[src/rtl/pwr_seq_pkg.sv]
// Shared types, default timing constants and small helpers for the power sequencer.
package pwr_seq_pkg;

  // Encoding is visible on seq_state, so values are fixed explicitly.
  typedef enum logic [2:0] {
    StOff      = 3'd0,
    StRamp     = 3'd1,
    StSettle   = 3'd2,
    StPorWait  = 3'd3,
    StOn       = 3'd4,
    StShutdown = 3'd5,
    StFault    = 3'd6
  } seq_state_e;

  localparam int unsigned MaxRails       = 16;
  localparam int unsigned DefNRails      = 4;
  localparam int unsigned DefClkHz       = 50_000_000;
  localparam int unsigned DefSeqDlyMs    = 6;
  localparam int unsigned DefPgTimeoutMs = 50;
  localparam int unsigned DefPorDlyMs    = 100;
  localparam int unsigned DefOffDlyMs    = 2;

  // Largest of the four delays; sizes the shared ms counter.
  function automatic int unsigned max_delay(input int unsigned a, input int unsigned b,
                                            input int unsigned c, input int unsigned d);
    int unsigned m;
    m = a;
    if (b > m) m = b;
    if (c > m) m = c;
    if (d > m) m = d;
    return m;
  endfunction

  // Clear the highest set bit of v (no change when v is zero).
  function automatic logic [MaxRails-1:0] clr_highest(input logic [MaxRails-1:0] v);
    logic [MaxRails-1:0] r;
    logic                found;
    r     = v;
    found = 1'b0;
    for (int i = MaxRails - 1; i >= 0; i--) begin
      if (v[i] && !found) begin
        r[i]  = 1'b0;
        found = 1'b1;
      end
    end
    return r;
  endfunction

  // Index of the lowest set bit of v (zero when v is zero).
  function automatic logic [3:0] lowest_set(input logic [MaxRails-1:0] v);
    logic [3:0] r;
    r = 4'd0;
    for (int i = MaxRails - 1; i >= 0; i--) begin
      if (v[i]) r = 4'(i);
    end
    return r;
  endfunction

endpackage

[src/rtl/pwr_seq_ms_tick.sv]
// Free-running prescaler producing a one-cycle tick every CLK_HZ/1000 clocks.
module pwr_seq_ms_tick
  import pwr_seq_pkg::*;
#(
  parameter int unsigned CLK_HZ = DefClkHz
) (
  input  logic clk,
  input  logic rst,
  output logic tick
);

  localparam int unsigned Div  = CLK_HZ / 1000;
  localparam int unsigned CntW = (Div > 1) ? $clog2(Div) : 1;
  localparam logic [CntW-1:0] CntLast = CntW'(Div - 1);

  logic [CntW-1:0] cnt_q, cnt_d;

  // Wrap at Div-1 so the tick period is exactly Div clocks.
  always_comb begin
    cnt_d = (cnt_q == CntLast) ? '0 : cnt_q + CntW'(1);
  end

  // Prescaler register.
  always_ff @(posedge clk or posedge rst) begin
    if (rst) begin
      cnt_q <= '0;
    end else begin
      cnt_q <= cnt_d;
    end
  end

  assign tick = (cnt_q == CntLast);

endmodule

[src/rtl/pwr_seq_ctrl.sv]
// Multi-rail power sequencer: enables rails in order, waits for power-good and settle
// time on each, releases CPU reset, and powers down in reverse order on request or fault.
module pwr_seq_ctrl
  import pwr_seq_pkg::*;
#(
  parameter int unsigned N_RAILS       = DefNRails,
  parameter int unsigned CLK_HZ        = DefClkHz,
  parameter int unsigned SEQ_DLY_MS    = DefSeqDlyMs,
  parameter int unsigned PG_TIMEOUT_MS = DefPgTimeoutMs,
  parameter int unsigned POR_DLY_MS    = DefPorDlyMs,
  parameter int unsigned OFF_DLY_MS    = DefOffDlyMs
) (
  input  logic               clk,
  input  logic               rst,
  input  logic               seq_req,
  input  logic [N_RAILS-1:0] pgood,
  input  logic               fault_clr,
  output logic [N_RAILS-1:0] rail_en,
  output logic               por_n,
  output logic               fault,
  output logic [3:0]         fault_rail,
  output logic [2:0]         seq_state
);

  localparam int unsigned MaxDly = max_delay(SEQ_DLY_MS, PG_TIMEOUT_MS, POR_DLY_MS, OFF_DLY_MS);
  localparam int unsigned MsW    = $clog2(MaxDly + 1);

  // A D ms delay completes on the tick that would bring the count to D.
  localparam logic [MsW-1:0] SeqLast  = MsW'(SEQ_DLY_MS - 1);
  localparam logic [MsW-1:0] PgToLast = MsW'(PG_TIMEOUT_MS - 1);
  localparam logic [MsW-1:0] PorLast  = MsW'(POR_DLY_MS - 1);
  localparam logic [MsW-1:0] OffLast  = MsW'(OFF_DLY_MS - 1);
  localparam logic [3:0]     LastIdx  = 4'(N_RAILS - 1);

  if ((N_RAILS < 1) || (N_RAILS > MaxRails)) begin : gen_bad_rails
    $error("pwr_seq_ctrl: N_RAILS must be in 1..16");
  end
  if ((SEQ_DLY_MS < 1) || (PG_TIMEOUT_MS < 1) || (POR_DLY_MS < 1) || (OFF_DLY_MS < 1))
  begin : gen_bad_delay
    $error("pwr_seq_ctrl: all delays must be at least 1 ms");
  end
  if (CLK_HZ < 1000) begin : gen_bad_clk
    $error("pwr_seq_ctrl: CLK_HZ must be at least 1000");
  end

  seq_state_e         state_q, state_d;
  logic [N_RAILS-1:0] pg_meta_q, pg_sync_q;
  logic [N_RAILS-1:0] rail_en_q, rail_en_d;
  logic [3:0]         idx_q, idx_d;
  logic [MsW-1:0]     ms_cnt_q, ms_cnt_d;
  logic               por_n_q, por_n_d;
  logic               fault_q, fault_d;
  logic [3:0]         fault_rail_q, fault_rail_d;

  logic               tick;
  logic [N_RAILS-1:0] pg_bad;
  logic [N_RAILS-1:0] rail_en_dn;
  logic [N_RAILS-1:0] next_bit;
  logic [3:0]         bad_idx;
  logic               pg_cur;
  logic               pg_lost;
  logic               ramp_timeout;
  logic               seq_dly_done;
  logic               pg_timeout;
  logic               por_dly_done;
  logic               off_dly_done;

  pwr_seq_ms_tick #(
    .CLK_HZ (CLK_HZ)
  ) u_ms_tick (
    .clk  (clk),
    .rst  (rst),
    .tick (tick)
  );

  // Two-flop synchronizer for the asynchronous power-good inputs.
  always_ff @(posedge clk or posedge rst) begin
    if (rst) begin
      pg_meta_q <= '0;
      pg_sync_q <= '0;
    end else begin
      pg_meta_q <= pgood;
      pg_sync_q <= pg_meta_q;
    end
  end

  // Rail currently ramping, enabled rails that lost power-good, and the next shutdown step.
  assign pg_cur     = |(pg_sync_q & (N_RAILS'(1) << idx_q));
  assign pg_bad     = rail_en_q & ~pg_sync_q;
  assign pg_lost    = |pg_bad;
  assign bad_idx    = lowest_set(MaxRails'(pg_bad));
  assign rail_en_dn = N_RAILS'(clr_highest(MaxRails'(rail_en_q)));
  assign next_bit   = N_RAILS'(1) << (idx_q + 4'd1);

  assign seq_dly_done = tick && (ms_cnt_q == SeqLast);
  assign pg_timeout   = tick && (ms_cnt_q == PgToLast);
  assign por_dly_done = tick && (ms_cnt_q == PorLast);
  assign off_dly_done = tick && (ms_cnt_q == OffLast);
  // Power-good arriving on the timeout tick wins over the timeout.
  assign ramp_timeout = pg_timeout && !pg_cur;

  // State register.
  always_ff @(posedge clk or posedge rst) begin
    if (rst) begin
      state_q <= StOff;
    end else begin
      state_q <= state_d;
    end
  end

  // Next-state logic; fault detection outranks a dropped request.
  always_comb begin
    state_d = state_q;
    case (state_q)
      StOff: begin
        if (seq_req && !fault_q) state_d = StRamp;
      end
      StRamp: begin
        if (ramp_timeout || !seq_req) begin
          state_d = StShutdown;
        end else if (pg_cur) begin
          state_d = StSettle;
        end
      end
      StSettle: begin
        if (pg_lost || !seq_req) begin
          state_d = StShutdown;
        end else if (seq_dly_done) begin
          state_d = (idx_q == LastIdx) ? StPorWait : StRamp;
        end
      end
      StPorWait: begin
        if (pg_lost || !seq_req) begin
          state_d = StShutdown;
        end else if (por_dly_done) begin
          state_d = StOn;
        end
      end
      StOn: begin
        if (pg_lost || !seq_req) state_d = StShutdown;
      end
      StShutdown: begin
        // Leave as soon as the last enabled rail is switched off.
        if ((rail_en_q == '0) || (off_dly_done && (rail_en_dn == '0))) begin
          state_d = fault_q ? StFault : StOff;
        end
      end
      StFault: begin
        if (fault_clr && !seq_req) state_d = StOff;
      end
      default: state_d = StOff;
    endcase
  end

  // Output/datapath next values: rail enables, index, fault latch, ms counter and por_n.
  always_comb begin
    rail_en_d    = rail_en_q;
    idx_d        = idx_q;
    fault_d      = fault_q;
    fault_rail_d = fault_rail_q;
    por_n_d      = (state_d == StOn);
    ms_cnt_d     = ms_cnt_q;
    if (tick && (ms_cnt_q != '1)) ms_cnt_d = ms_cnt_q + MsW'(1);

    case (state_q)
      StOff: begin
        rail_en_d = '0;
        if (state_d == StRamp) begin
          idx_d     = '0;
          rail_en_d = N_RAILS'(1);
        end
      end
      StRamp: begin
        if (ramp_timeout) begin
          fault_d      = 1'b1;
          fault_rail_d = idx_q;
        end
      end
      StSettle: begin
        if (pg_lost) begin
          fault_d      = 1'b1;
          fault_rail_d = bad_idx;
        end else if (state_d == StRamp) begin
          idx_d     = idx_q + 4'd1;
          rail_en_d = rail_en_q | next_bit;
        end
      end
      StPorWait, StOn: begin
        if (pg_lost) begin
          fault_d      = 1'b1;
          fault_rail_d = bad_idx;
        end
      end
      StShutdown: begin
        // Each disable restarts the spacing delay.
        if (off_dly_done) begin
          rail_en_d = rail_en_dn;
          ms_cnt_d  = '0;
        end
      end
      StFault: begin
        rail_en_d = '0;
        if (state_d == StOff) begin
          fault_d      = 1'b0;
          fault_rail_d = '0;
        end
      end
      default: rail_en_d = '0;
    endcase

    // Every state entry restarts timing; entering shutdown drops the top rail at once.
    if (state_d != state_q) begin
      ms_cnt_d = '0;
      if (state_d == StShutdown) rail_en_d = rail_en_dn;
    end
  end

  // Datapath registers; asynchronous reset drops every rail immediately.
  always_ff @(posedge clk or posedge rst) begin
    if (rst) begin
      rail_en_q    <= '0;
      idx_q        <= '0;
      fault_q      <= 1'b0;
      fault_rail_q <= '0;
      por_n_q      <= 1'b0;
      ms_cnt_q     <= '0;
    end else begin
      rail_en_q    <= rail_en_d;
      idx_q        <= idx_d;
      fault_q      <= fault_d;
      fault_rail_q <= fault_rail_d;
      por_n_q      <= por_n_d;
      ms_cnt_q     <= ms_cnt_d;
    end
  end

  assign rail_en    = rail_en_q;
  assign por_n      = por_n_q;
  assign fault      = fault_q;
  assign fault_rail = fault_rail_q;
  assign seq_state  = state_q;

endmodule

[config.mk]
export PLATFORM = sky130hd
export DESIGN_NAME = pwr_seq_ctrl
export DESIGN_NICKNAME = d
export VERILOG_FILES = /design/src/rtl/pwr_seq_pkg.sv /design/src/rtl/pwr_seq_ms_tick.sv /design/src/rtl/pwr_seq_ctrl.sv
export SDC_FILE = /design/constraint.sdc
export NUM_CORES = 1
export LEC_CHECK = 0
export ABC_AREA = 1
export BUFFER_PORTS_ARGS = -buffer_cell sky130_fd_sc_hd__buf_4
export CORE_MARGIN = 1.5
export CORE_UTILIZATION = 36
export CTS_CLUSTER_SIZE = 10
export DETAILED_ROUTE_END_ITERATION = 16
export PLACE_DENSITY = 0.51
export SYNTH_ARGS = -nofsm -noshare
export SYNTH_HDL_FRONTEND = slang
export SYNTH_HIERARCHICAL = 1
export SYNTH_SLANG_ARGS = --single-unit
[constraint.sdc]
create_clock -name clk -period 2.8 [get_ports clk]
set_input_delay 0.14 -clock clk [delete_from_list [all_inputs] [get_ports clk]]
set_output_delay 0.14 -clock clk [all_outputs]
set_load 0.1 [all_outputs]
Word-level counts from Yosys, hierarchy flattened. Index checks and enable logic that the tools add are counted.

Output and inout bits: 13. Input bits: 8. Bits in registers: 48.

Eq/ne operators: 23. Shifts and indexed selects: 2. Bitwise gates (word level): 4. Add/sub/neg operators: 3. Mux-type cells: 47. Reductions and logical operators: 33.

Operators by type and width (count): $mux W4 (14); $mux W3 (11); $mux W7 (4); $pmux W3 S7 (1); $add A16 B1 Y16 const B (1); $eq A16 B16 Y1 const B (1); $mux W16 (1); $pmux W4 S4 (1); $eq A3 B3 Y1 const B (5); $logic_and A1 B1 Y1 (12); $pmux W4 S3 (1); $mux W1 (10); $ne A2 B2 Y1 const B (5); $and A4 B4 Y4 (2); $logic_not A4 Y1 (2); $pmux W4 S2 (1); $reduce_and A4 Y1 (2); $reduce_or A4 Y1 (2); $shl A1 B4 Y4 const A (2); $add A7 B1 Y7 const B (1); $eq A7 B1 Y1 const B (1); $eq A7 B3 Y1 const B (1); $eq A7 B6 Y1 const B (1); $eq A7 B7 Y1 const B (1); 17 further kinds (29).

Longest topological paths before layout.
Word-level depth: 21. Depth in mapped cells: 21. Mapped depth without buffers: 21.

Modules after synthesis. Netlist, hierarchy kept.

Modules (own cells, without submodules): pwr_seq_ctrl (times used 1, cells each 279, seq. area each 800.8 um^2, area an instance 2100.8 um^2); pwr_seq_ms_tick (times used 1, cells each 122, seq. area each 400.4 um^2, area an instance 880.8 um^2).

Worst setup path before layout. Ideal clock, no wire load.

Path kind: reg-to-reg. From: register state_q[2] (netlist: seq_state[2]). To: register fault_rail_q[0] (netlist: fault_rail[0]). Cell stages (with the launch flop): 9. Buffers on the path: 1. Setup slack: 0.364 ns. Data arrival time: 2.311 ns. Clock period less this slack: 2.436 ns. Setup time: 0.125 ns. Path through: dfrtp_1 > buf_4 > nor2_1 > inv_1 > o21ai_0 > a31oi_1 > nand2_1 > nor2_1 > mux2_2.

Word-level cells in the longest chain between the ends: 6. Elaborated cells between the ends (all ways): 26. Classes of those cells: eq/ne (9); mux (12); reduce/logical (5).

Ends and longest elaborated chain: start: declaration (line pwr_seq_ctrl.sv:46) `seq_state_e state_q, state_d;`; start signal: assignment (line pwr_seq_ctrl.sv:105) `state_q <= StOff;`; start signal: assignment (line pwr_seq_ctrl.sv:107) `state_q <= state_d;`; $mux W3 (on tied branches) (line pwr_seq_ctrl.sv:135, pwr_seq_ctrl.sv:121, pwr_seq_ctrl.sv:128); $mux W3 (on tied branches) (line pwr_seq_ctrl.sv:133, pwr_seq_ctrl.sv:119, pwr_seq_ctrl.sv:126); $pmux W3 S7 (line pwr_seq_ctrl.sv:114) `case (state_q)`; $logic_not A3 Y1 (line pwr_seq_ctrl.sv:203) `if (state_d == StOff) begin`; $ne A2 B2 Y1 (no source line); $reduce_and A4 Y1 (no source line); end signal: assignment (line pwr_seq_ctrl.sv:231) `fault_rail_q <= fault_rail_d;`; end: declaration (line pwr_seq_ctrl.sv:53) `logic [3:0] fault_rail_q, fault_rail_d;`.

Several ways; a longest one is shown, not always the timed one. A chain may end at the register's enable or synchronous reset.

Worst setup path in the final report.
From: register u_ms_tick.cnt_q[0]. To: register ms_cnt_q[1].

Word-level cells in the longest chain between the ends: 8. Elaborated cells between the ends (all ways): 22. Classes of those cells: eq/ne (2); mux (11); reduce/logical (9).

Ends and longest elaborated chain: start: declaration (line pwr_seq_ms_tick.sv:16) `logic [CntW-1:0] cnt_q, cnt_d;`; start signal: assignment (line pwr_seq_ms_tick.sv:28) `cnt_q <= cnt_d;`; $eq A16 B16 Y1 (*) (line pwr_seq_ms_tick.sv:32) `assign tick = (cnt_q == CntLast);`; via tick (line pwr_seq_ctrl.sv:55) `logic tick;`; $logic_and A1 B1 Y1 (on tied branches) (line pwr_seq_ctrl.sv:98, pwr_seq_ctrl.sv:96); $logic_and A1 B1 Y1 (on tied branches) (line pwr_seq_ctrl.sv:144, pwr_seq_ctrl.sv:100); $logic_or A1 B1 Y1 (on tied branches) (line pwr_seq_ctrl.sv:144, pwr_seq_ctrl.sv:119); $mux W3 (on tied branches) (line pwr_seq_ctrl.sv:144, pwr_seq_ctrl.sv:119); $pmux W3 S7 (line pwr_seq_ctrl.sv:114); $ne A3 B3 Y1 (line pwr_seq_ctrl.sv:212) `if (state_d != state_q) begin`; $mux W7 (*) (line pwr_seq_ctrl.sv:212); via ms_cnt_d[1] (line pwr_seq_ctrl.sv:50) `logic [MsW-1:0] ms_cnt_q, ms_cnt_d;`; end signal: assignment (line pwr_seq_ctrl.sv:233) `ms_cnt_q <= ms_cnt_d;`; end: declaration (line pwr_seq_ctrl.sv:50).

The timed path passes the listed nets; every way through them passes the cells marked *.

==> reports/results.ini <==
[run_status]
status = completed

[final_layout]
stdcell_count = 541
area_delta_synth_final_pct = 16.41
fin_util_pct = 42.67
final_nets = 449
nFillCells = 836
diodes = 0
drive_gt1_share_pct = 19.04

[routing]
drc = 0
vias = 2557
routedWlPerCell_um = 12.69
route.met2.wl_um = 2662
wl_met1_um = 3875
wl_um = 6864
first_pass_iters = 5
wl_met3_um = 259
drt_iter0_drc = 166
routed.top_layer = met4
via_per_inst = 4.726
postRouteAntennaNets = 0

[synthesis]
synthCells = 401
ys_seq_area_share_pct = 40.29
syn_nets = 413
syn_area_um2 = 2982
yosys_warnings = 6
yosysUniqueCellTypes = 34
ys_ff_latch = 48
syn_avg_cell_area_um2 = 7.435

[sta]
fin_crit_ns = 2.614
slew_viol_final = 0
max_slew.worst_pin.slew_ns = 0.6225
fin_ws_ns = 0.1861
hold_violations = 0
finalClockSkew_ns = 0.007507
relSlewSlack_pct = 58.46
max_freq_mhz = 382.6
setup_viol = 0
period_share_pct = 93.36

[placed_design]
io_buffer_count = 20
place_ws_ns = 0.04321
dp_hpwl_um = 5182
gp_congestion = 0.8207
dp_cells = 524

[min_path]
hold_class = primary input to register
min-delay-start = seq_req

[setup_path]
startpoint_type = register
path_common_cell = nand2_2
path_cells = ha_2, nand3_2, nor2_1, nand2_2, inv_4, nand2_1, inv_1, nand2_1, nor2_2, nand3_2, nand3_4, nand2_2, inv_2, nand3_1, nand2_2, nand3_4, buf_4, nor3_1
startpoint = u_ms_tick/cnt_q[0]
endpoint_kind = register
cp.required_ns = 3.02
max_stage_delay_ns = 0.40
crit_family = simple AND/OR/NAND/NOR gates
cp.buffers_inverters = 4
worstPathArrival_ns = 2.84
r2r-start = u_ms_tick/cnt_q[0]
cp_slowest_cell = dfrtp_1
cp_max_fo = 7
path_class = register to register

[floorplanning]
num_rows = 33
io_pins = 21
coreArea_um2 = 8134
initial_utilization_pct = 36.66
die_w_um = 94.01
die_h_um = 94.01
dieArea_um2 = 8837

[clock_network]
clk_pin_slew_ns = 0.09
clock_latency_ns = 0.30
clk_path_buf_depth = 2
numCtsBuffers = 5
cts_tree = yes
clock_sinks = 48
cts_htree_levels = 2
root_buffer = clkbuf_8

[grt]
grt_pass1_vias = 2364
grt.total_usage_pct = 16.86
grt-ovfl-total = 0
grt_max_degree = 33
antenna_found_initial = 0
grt_pass1_wl_um = 11550

[power_and_ir_drop]
power.total_w = 0.001216
peakVddDrop_mv = 0.1616
cellLeakagePower_nw = 1.788
power_density_nw_per_um2 = 350.3

[job]
max-cap-violations = 0

[cells in the final DEF (no fill, tap or decap), types with 5 or more instances in the layout]
cell	instances
nand4_1	6
inv_2	6
inv_1	57
nor2_2	8
nand2_2	15
dfrtp_1	48
nand3_1	31
dlygate4sd3_1	5
xor2_1	10
nand2_1	99
nor3_1	11
o21ai_0	6
clkbuf_8	5
a21oi_1	6
o21ai_1	7
buf_4	26
nor2_1	47
[worst paths after layout]
kind                                       endpoint  depth (start not counted)  slack (ns)
min in group asynchronous       u_ms_tick/cnt_q[13]                          3        0.49
worst min-delay path                   seq_state[2]                          4        0.32
worst max register to register          ms_cnt_q[1]                         18        0.19
worst min register to register         pg_sync_q[3]                          0        0.35
worst max-delay path                    ms_cnt_q[1]                         18        0.19
max in group asynchronous        u_ms_tick/cnt_q[1]                          3        1.91
[per-layer routing]
metal | global-route usage (%) | up-vias
met3 | 3.317 | 7
met4 | 5.100 | 0
li1 | - | 1337
met5 | 0 | -
met2 | 22.34 | 46
met1 | 26.88 | 1167
[worst reg2reg max path: stages, from the launching register on]
cell,delay (ns)
dfrtp_1,0.40
ha_2,0.21
nand3_2,0.14
nor2_1,0.16
nand2_2,0.13
inv_4,0.11
nand2_1,0.07
inv_1,0.05
nand2_1,0.08
nor2_2,0.17
nand3_2,0.14
nand3_4,0.11
nand2_2,0.07
inv_2,0.06
nand3_1,0.09
nand2_2,0.14
nand3_4,0.14
buf_4,0.16
nor3_1,0.11
[Yosys cell counts]
master | n | area share (%)
nor2_4 | 4 | 1.5
nor2_8 | 2 | 1.3
o21ai_0 | 6 | 1.0
inv_1 | 57 | 7.2
or2_1 | 1 | 0.21
nand2_2 | 14 | 2.9
nand2_4 | 2 | 0.76
nand4_1 | 6 | 1.3
xor2_1 | 10 | 2.9
dfrtp_1 | 48 | 40
o22ai_1 | 4 | 0.84
a32oi_1 | 1 | 0.29
nand3b_1 | 1 | 0.25
nor3_1 | 12 | 2.0
nand3_2 | 3 | 1.0
mux2_2 | 2 | 0.76
buf_4 | 1 | 0.25
nor2_2 | 7 | 1.5
a21oi_1 | 6 | 1.0
inv_2 | 7 | 0.88
o21a_1 | 1 | 0.25
o21ai_1 | 7 | 1.2
nor3_4 | 1 | 0.55
inv_4 | 1 | 0.21
nand3_4 | 2 | 1.2
nor2_1 | 48 | 6.0
xnor2_1 | 2 | 0.59
buf_2 | 1 | 0.17
a22oi_1 | 4 | 1.0
buf_6 | 1 | 0.38
nand2_1 | 100 | 13
nand3_1 | 32 | 5.4
a31oi_1 | 3 | 0.63
ha_1 | 4 | 1.7
[kinds of logic (layout without fill, tap and decap cells)]
| group | count (synthesis) | in the layout | share of synthesized area (%) |
|---|---|---|---|
| simple gates | 235 | 236 | 38.48 |
| xor+xnor | 12 | 12 | 3.525 |
| compound gates | 32 | 32 | 6.211 |
| mux | 2 | 2 | 0.7553 |
| buf+inv | 68 | 102 | 9.065 |
| fa+ha+maj | 4 | 4 | 1.679 |
| flops | 48 | 48 | 40.29 |
[power by group]
part	total [W]	switching [W]	internal, W
Sequential	0.000701	0.00000224	0.000698
Clock	0.000478	0.000221	0.000257
Combinational	0.0000374	0.0000226	0.0000148
Total	0.00122	0.000246	0.000970
[per-stage QoR]
| stage | hold slack (ns) | cell area [µm²] | setup TNS [ns] |
|---|---|---|---|
| floorplan | 0.05374 | 2982 | 0 |
| global placement | 0.2491 | 3247 | 0 |
| detailed placement | 0.2504 | 3247 | 0 |
| CTS | 0.3541 | 3396 | 0 |
| global route | 0.3145 | 3471 | -0.0007778 |
| finish | 0.3217 | 3471 | 0 |
[flip-flops by register name, indices dropped and copies added (netlist names)]
register	cells
seq_state	3
pg_sync_q	4
fault_rail	4
ms_cnt_q	7
pg_meta_q	4
por_n	1
u_ms_tick/cnt_q	16
idx_q	4
rail_en	4
fault	1
[cell type report]
type	instances	area (µm²)	share of cell area, %
inverter	65	249.0	7.174
tap	105	131.4	3.785
clock inverter	1	30.03	0.8652
multi-input combinational	286	1545	44.52
timing repair buffer	31	245.2	7.066
clock buffer	5	68.82	1.983
sequential	48	1201	34.61
[repair_timing]
| item | 4_1_cts | 5_1_grt |
|---|---|---|
| buffers inserted | 0 | 5 |
| hold endpoints to repair | 52 | 0 |
| resized for setup | 0 | 7 |
| endpoints found under the setup margin | 0 | 13 |
| hold buffers | 5 | 0 |
Power figures use the tool's default switching activity.
